[src/rtl/spi_txn_sched.sv]
// spi_txn_sched: round-robin scheduler that shares one SPI master among NREQ clients.
// Each grant issues a single start pulse, waits for completion or timeout, then holds a quiet gap.
module spi_txn_sched #(
  parameter int NREQ    = 4,
  parameter int TIMEOUT = 255,
  parameter int GAP     = 20
) (
  input  logic            clk,
  input  logic            rst,
  input  logic [NREQ-1:0] req,
  input  logic [NREQ-1:0] req_rx,
  output logic [NREQ-1:0] gnt,
  output logic [NREQ-1:0] done,
  output logic            err,
  output logic            busy,
  output logic            spi_tx_en,
  output logic            spi_rx_en,
  output logic            mode_select,
  input  logic            spi_done
);

  localparam int              IW       = $clog2(NREQ);
  localparam int              TW       = $clog2(TIMEOUT + 1);
  localparam logic [TW-1:0]   T_LAST   = TW'(TIMEOUT - 1);
  localparam logic [TW-1:0]   T_TERM   = TW'(TIMEOUT);
  localparam logic [7:0]      GAP_TERM = 8'(GAP);
  localparam logic [NREQ-1:0] ONE      = NREQ'(1);

  typedef enum logic [1:0] {S_IDLE, S_START, S_WAIT, S_GAP} state_t;

  state_t          state, state_n;
  logic [IW-1:0]   ptr, ptr_n;
  logic [TW-1:0]   tcnt, tcnt_n;
  logic [7:0]      gcnt, gcnt_n;
  logic [NREQ-1:0] gnt_n, done_n;
  logic            err_n, busy_n, tx_n, rx_n, mode_n;

  logic            found;
  logic [IW-1:0]   pick;

  // First requester strictly after the last granted one, wrapping around.
  always_comb begin : arb
    logic [IW-1:0] cand;
    found = 1'b0;
    pick  = '0;
    cand  = '0;
    for (int i = 1; i <= NREQ; i++) begin
      cand = IW'((int'(ptr) + i) % NREQ);
      if (!found && req[cand]) begin
        found = 1'b1;
        pick  = cand;
      end
    end
  end

  always_comb begin
    state_n = state;
    ptr_n   = ptr;
    tcnt_n  = tcnt;
    gcnt_n  = gcnt;
    gnt_n   = gnt;
    done_n  = '0;
    err_n   = 1'b0;
    busy_n  = busy;
    tx_n    = 1'b0;
    rx_n    = 1'b0;
    mode_n  = mode_select;
    case (state)
      S_IDLE: begin
        busy_n = 1'b0;
        if (found) begin
          ptr_n   = pick;
          mode_n  = req_rx[pick];
          gnt_n   = ONE << pick;
          busy_n  = 1'b1;
          state_n = S_START;
        end
      end
      S_START: begin
        rx_n    = mode_select;
        tx_n    = !mode_select;
        tcnt_n  = '0;
        state_n = S_WAIT;
      end
      S_WAIT: begin
        // A completion on the timeout cycle counts as success.
        if (spi_done) begin
          done_n  = gnt;
          gnt_n   = '0;
          gcnt_n  = '0;
          state_n = S_GAP;
        end else if (tcnt == T_LAST) begin
          done_n  = gnt;
          err_n   = 1'b1;
          gnt_n   = '0;
          tcnt_n  = T_TERM;
          gcnt_n  = '0;
          state_n = S_GAP;
        end else begin
          tcnt_n = tcnt + 1'b1;
        end
      end
      S_GAP: begin
        if (gcnt == GAP_TERM) begin
          busy_n  = 1'b0;
          state_n = S_IDLE;
        end else begin
          gcnt_n = gcnt + 8'd1;
        end
      end
      default: begin
        state_n = S_IDLE;
        gnt_n   = '0;
        busy_n  = 1'b0;
      end
    endcase
  end

  always_ff @(posedge clk) begin
    if (rst) begin
      state       <= S_IDLE;
      ptr         <= IW'(NREQ - 1);
      tcnt        <= '0;
      gcnt        <= '0;
      gnt         <= '0;
      done        <= '0;
      err         <= 1'b0;
      busy        <= 1'b0;
      spi_tx_en   <= 1'b0;
      spi_rx_en   <= 1'b0;
      mode_select <= 1'b0;
    end else begin
      state       <= state_n;
      ptr         <= ptr_n;
      tcnt        <= tcnt_n;
      gcnt        <= gcnt_n;
      gnt         <= gnt_n;
      done        <= done_n;
      err         <= err_n;
      busy        <= busy_n;
      spi_tx_en   <= tx_n;
      spi_rx_en   <= rx_n;
      mode_select <= mode_n;
    end
  end

endmodule

[config.mk]
export PLATFORM = sky130hd
export DESIGN_NAME = spi_txn_sched
export DESIGN_NICKNAME = d
export VERILOG_FILES = /design/src/rtl/spi_txn_sched.sv
export SDC_FILE = /design/constraint.sdc
export NUM_CORES = 1
export LEC_CHECK = 0
export ABC_AREA = 1
export CAP_MARGIN = 20
export CORE_AREA = 2 2 89 91
export DETAILED_ROUTE_END_ITERATION = 10
export DIE_AREA = 0 0 91 93
export PLACE_DENSITY = 0.51
export SYNTH_ARGS = -nofsm -noshare
export SYNTH_HDL_FRONTEND = slang
export SYNTH_SLANG_ARGS = --single-unit
export TNS_END_PERCENT = 20
[constraint.sdc]
create_clock -name clk -period 1.8 [get_ports clk]
set_input_delay 0.36 -clock clk [delete_from_list [all_inputs] [get_ports clk]]
set_output_delay 0.36 -clock clk [all_outputs]
set_load 0.01 [all_outputs]
# == Word-level counts from Yosys, hierarchy flattened ==
# Cells that the tools add are included.
# word_totals
out_inout_bits,13
register_bits,33
word_cells,96
# op_classes
reduce_logical,21
n_eq_ne,10
addsub,6
n_shift,1
n_mux,40
bitwise_logic,2
order_cmp,5
# op_table
op,n
8-bit 2-to-1 mux,5
8-bit one-hot mux with 2 select lines,2
4-bit 2-to-1 mux,5
8-bit by 1-bit adder with 8-bit output (second input constant),2
2-bit 2-to-1 mux,8
2-bit by 3-bit < comparator with 1-bit output (second input constant),5
1-bit 2-to-1 mux,12
1-bit binary-select mux with 2-bit select,5
3-bit AND reduction,3
8-bit by 5-bit equality test with 1-bit output (second input constant),1
8-bit equality test (second input constant),1
2-bit inequality test (second input constant),4
2-bit one-hot mux with 4 select lines,1
4-bit one-hot mux with 2 select lines,1
2-bit nonzero test,4
2-bit AND reduction,3
2-bit by 1-bit adder with 2-bit output (second input constant),2
2-bit adder (second input constant),2
2-bit equality test (second input constant),2
1-bit logical NOT,4
2-bit OR reduction,2
1-bit by 2-bit left shift with 4-bit output (first input constant),1
1-bit logical AND,3
3-bit inequality test (second input constant),1
other kinds (5),6

# == Logic depth before layout (Yosys ltp) ==
# depth
word_depth,16
ltp_mapped,16
depth_no_buf,15

# == Worst setup path after synthesis ==
# OpenSTA, ideal clock, no wires.
# synth_path
path_kind,register to register
start,register state[0]
end,register tcnt[2]
setup_ns,0.113
arrival_ns,1.415
stages_incl_launch_ff,10
path_buffers,0
slack_ns,0.272
cell_sequence,dfxtp_1 -> inv_1 -> ha_1 -> inv_1 -> nor2_2 -> inv_1 -> o211ai_1 -> o31ai_1 -> o21ai_1 -> inv_1
# synth_between
elab_chain_cells,3
word_cells_on_any_way,6
classes_between,eq/ne (3); mux (1); reduce/logical (2)
# synth_lines
item,line_no,source
"start, declared",31,"state_t state, state_n;"
"start signal, assigned",133,state <= state_n;
2-bit equality test / 2-bit by 1-bit equality test with 1-bit output (equally long branches),68,case (state)
2-bit inequality test (no source line) / 2-bit nonzero test (equally long branches),n/a,
2-bit AND reduction (no source line),n/a,
"end signal, assigned",135,tcnt <= tcnt_n;
"end, declared",33,"logic [TW-1:0] tcnt, tcnt_n;"
# Parallel ways exist; a longest one is shown, timed or not.
# A chain may end at the register's enable or synchronous reset.

# == Worst setup path after layout ==
# layout_path
start,input req[1]
end,register state[1]
# layout_between
elab_chain_cells,14
word_cells_on_any_way,20
classes_between,eq/ne (1); mux (12); reduce/logical (7)
# layout_lines
item,line_no,source
"start, declared",10,"input logic [NREQ-1:0] req,"
1-bit binary-select mux with 2-bit select,49,if (!found && req[cand]) begin
1-bit 2-to-1 mux (implied by the code),49,
1-bit 2-to-1 mux,49,
1-bit logical NOT,49,
1-bit logical AND,49,
1-bit 2-to-1 mux,49,
1-bit logical NOT,49,
1-bit logical AND,49,
1-bit 2-to-1 mux,49,
1-bit logical NOT,49,
1-bit logical AND,49,
1-bit 2-to-1 mux (*),49,
2-bit inequality test (no source line) (*),n/a,
3-bit AND reduction (no source line) (*),n/a,
# Mark *: on every way between the ends. The rest lies on a longest branch, timed or not. The select of a mux whose other input is x is not followed.

==> parameters.txt <==
Parameter                              Value

Route
  Top sig layer    met4
  Aggregate routed wire length    4340 um
  Number of detailed-route iterations in the first pass    5
  Post-DRT Antenna Nets    0
  Met3 wire length    148 um
  Vias after detailed routing    1854
  Detailed route wirelength on metal2    1980 um
  Number of vias per cell    4.38
  Routed length per instance    10.3 um
  DRC violation count after routing    0
  WL met1    2160 um
  1st-iter DRT viols    59

STA
  Endpoints failing hold    0
  RSZ-0062 raised after global routing    true
  Max-Slew Margin vs Limit    75.4%
  Final period utilization    92.9%
  Final count of pins violating max slew    0
  Worst slew pin tran    0.367 ns
  Min Clock Period, post-route    1.67 ns
  Final setup violating endpoints    0
  Fin Hold WS    0.468 ns
  Achievable Freq    598 MHz
  Worst Clk Skew    0.00935 ns

Die
  Ports    24
  Total die area    8460 um^2
  Placeable core region    7530 um^2
  Count of standard-cell rows    32
  Die Span Y    93 um
  Initial Utilization    26.2%
  Overall die width    91 um

Global route
  Grt total ovfl    0
  Wire length of the first global-routing pass    7710 um
  Largest net degree at the start of global routing    13
  Via count of the first global-routing pass    1705
  Number of antenna violations at the first check in global routing    0
  Global-route usage over all layers    11.0%

Setup path
  WS Path Type    input pin to register
  CP Launch Point    req[1]
  CP max FO    3
  Setup crit end kind    register
  Startpoint of the worst register-to-register path    ptr[0]
  Worst path required time    1.97 ns
  Worst endpoint data arrival time    1.85 ns
  Minimum setup slack among reg-to-reg paths    0.17 ns
  Crit start category    input pin

Placed design
  Number of buffers inserted by port buffering    23
  Final weighted congestion in routability-driven placement    0.793
  Dpl cell area    2410 um^2
  Post-detailed-placement half-perimeter wirelength    3460 um

Clock tree
  Cts bufs inserted    5
  Root buffer cell    clkbuf_8
  Clock transition at the register clock pins on the worst setup and hold paths after CTS    0.07 ns
  Buffer levels on the longest clock path    2
  Hold-fix buffer count after cts    0
  Number of clock sinks    33
  TritonCTS clock tree    done
  CTS H-tree lvls    2
  Clock Latency Late Sink    0.28 ns

Power
  Total power    3.49 mW
  Static Leakage    1.05 nW
  Power density over the cells    1380 nW/um^2
  Maximum ir drop on the vdd rail    0.279 mV

Layout
  Fraction of layout cells with a size suffix above 1    22.1%
  Post-route cell area    2530 um^2
  Top library cells by usage in the layout, fill and taps aside    63 x nand2_1, 32 x dfxtp_1, 28 x a21oi_1
  Core occupancy in the finished layout    33.6%
  Final layout net count    339
  Area Overhead vs Synth    28.4%
  Diodes inserted    0
  Filler cells    857
  Most common cell after layout, fill and taps aside    nand2_1

Worst hold path
  Hold path start    mode_select
  Class of the most critical hold timing path    register to register

Logic synthesis
  Post-Synthesis Cell Area    1970 um^2
  Synth warnings    0
  Gate count of the mapped netlist    279
  Seq cells post-synth    33
  Number of flops mapped to enable cells by yosys    0
  Top-area cell type share of the netlist area    33.5%
  Post-synthesis cell type with the largest combined area    dfxtp_1
  Proportion of synthesized chip area in sequential cells    33.5%
  Dominant register cell in the synthesized netlist    dfxtp_1
  Synthesized Nets    298
  Unique cell type count in the Yosys netlist    34
  Area contributors post-synth    dfxtp_1 34%, nand2_1 12%, a21oi_1 7.1%, nand2_2 6.0%, inv_1 5.3%
  Syn_area_per_cell    7.06 um^2
  Async set-or-reset flop fraction in the synthesized netlist    0%

Run status
  Run status    finished clean

Run
  Max Cap Viol    0
power by group:
group	total (mW)	internal, mW	switching, mW	leakage, nW
Sequential	0.990	0.863	0.127	0.268
Combinational	1.89	0.750	1.14	0.726
Clock	0.608	0.345	0.263	0.0542
cells by family (layout without fill, tap and decap cells):
group	after synthesis	in the layout	synth area share (%)
AOI/OAI and AO/OA	50	50	13.8
xor gates and xnor gates	3	3	1.33
adders and majority gates	8	8	5.08
buffers and inverters	42	84	9.15
DFF	33	33	33.5
and+or+nand+nor	143	143	37.1
synth_stat cells, types with 3 or more instances:
master / number
nand2_1: 63
dfxtp_1: 33
a21oi_1: 28
inv_1: 28
nand2_2: 19
nor2_1: 17
nand3_1: 16
o21ai_0: 12
ha_1: 8
inv_2: 7
nand2_4: 5
nand4_1: 5
nor3_1: 5
nand3_2: 3
nor2_2: 3
xor2_1: 3
final timing paths:
kind	end	depth (start not counted)
worst max-delay path	state[1]	12
worst min-delay path	spi_tx_en	1
worst max register to register	mode_select	15
worst min register to register	spi_tx_en	1
registers in the layout, indices dropped and copies added, names as in the netlist, 2 cells and up:
name   count
done       4
gcnt       8
gnt        4
ptr        2
state      2
tcnt       8
cell type report:
class                      count  area [um^2]  share of cell area, %
clock inverter                 1         5.00                  0.198
sequential                    33          662                   26.2
inverter                      38          150                   5.94
clock buffer                   7         96.3                   3.81
multi-input combinational    204         1140                   45.2
timing repair buffer          38          345                   13.7
tap                          102          128                   5.05
routing by layer:
layer | up-vias | global-route usage, %
li1 | 978 | -
met1 | 841 | 14.4
met2 | 29 | 18.3
met3 | 6 | 2.34
met4 | 0 | 3.41
met5 | - | 0
metrics by stage:
step	instances	setup TNS, ns	setup WS (ns)
floorplan	279	0	0.272
global placement	415	-1.08	-0.177
detailed placement	415	-1.31	-0.191
CTS	423	0	0.114
global route	423	-0.0460	-0.0185
finish	423	0	0.128
critical path: stages:
cell and delay, ns:
clkdlybuf4s50_1 0.49, inv_1 0.04, nand2_1 0.06, nand2_1 0.08
o21ai_2 0.18, inv_1 0.09, nand4_1 0.09, nand2_1 0.08
nor2_2 0.14, inv_2 0.05, o21ai_1 0.13, a21oi_1 0.06
timing repair:
| item | 4_1_cts | 5_1_grt |
|---|---|---|
| endpoints found under the setup margin | 1 | 13 |
| pin swaps | 0 | 1 |
| hold endpoints to repair | 0 | 0 |
| setup buffers | 0 | 0 |
| resized for setup | 1 | 5 |
Note: power is estimated with default switching activity, not from simulation.
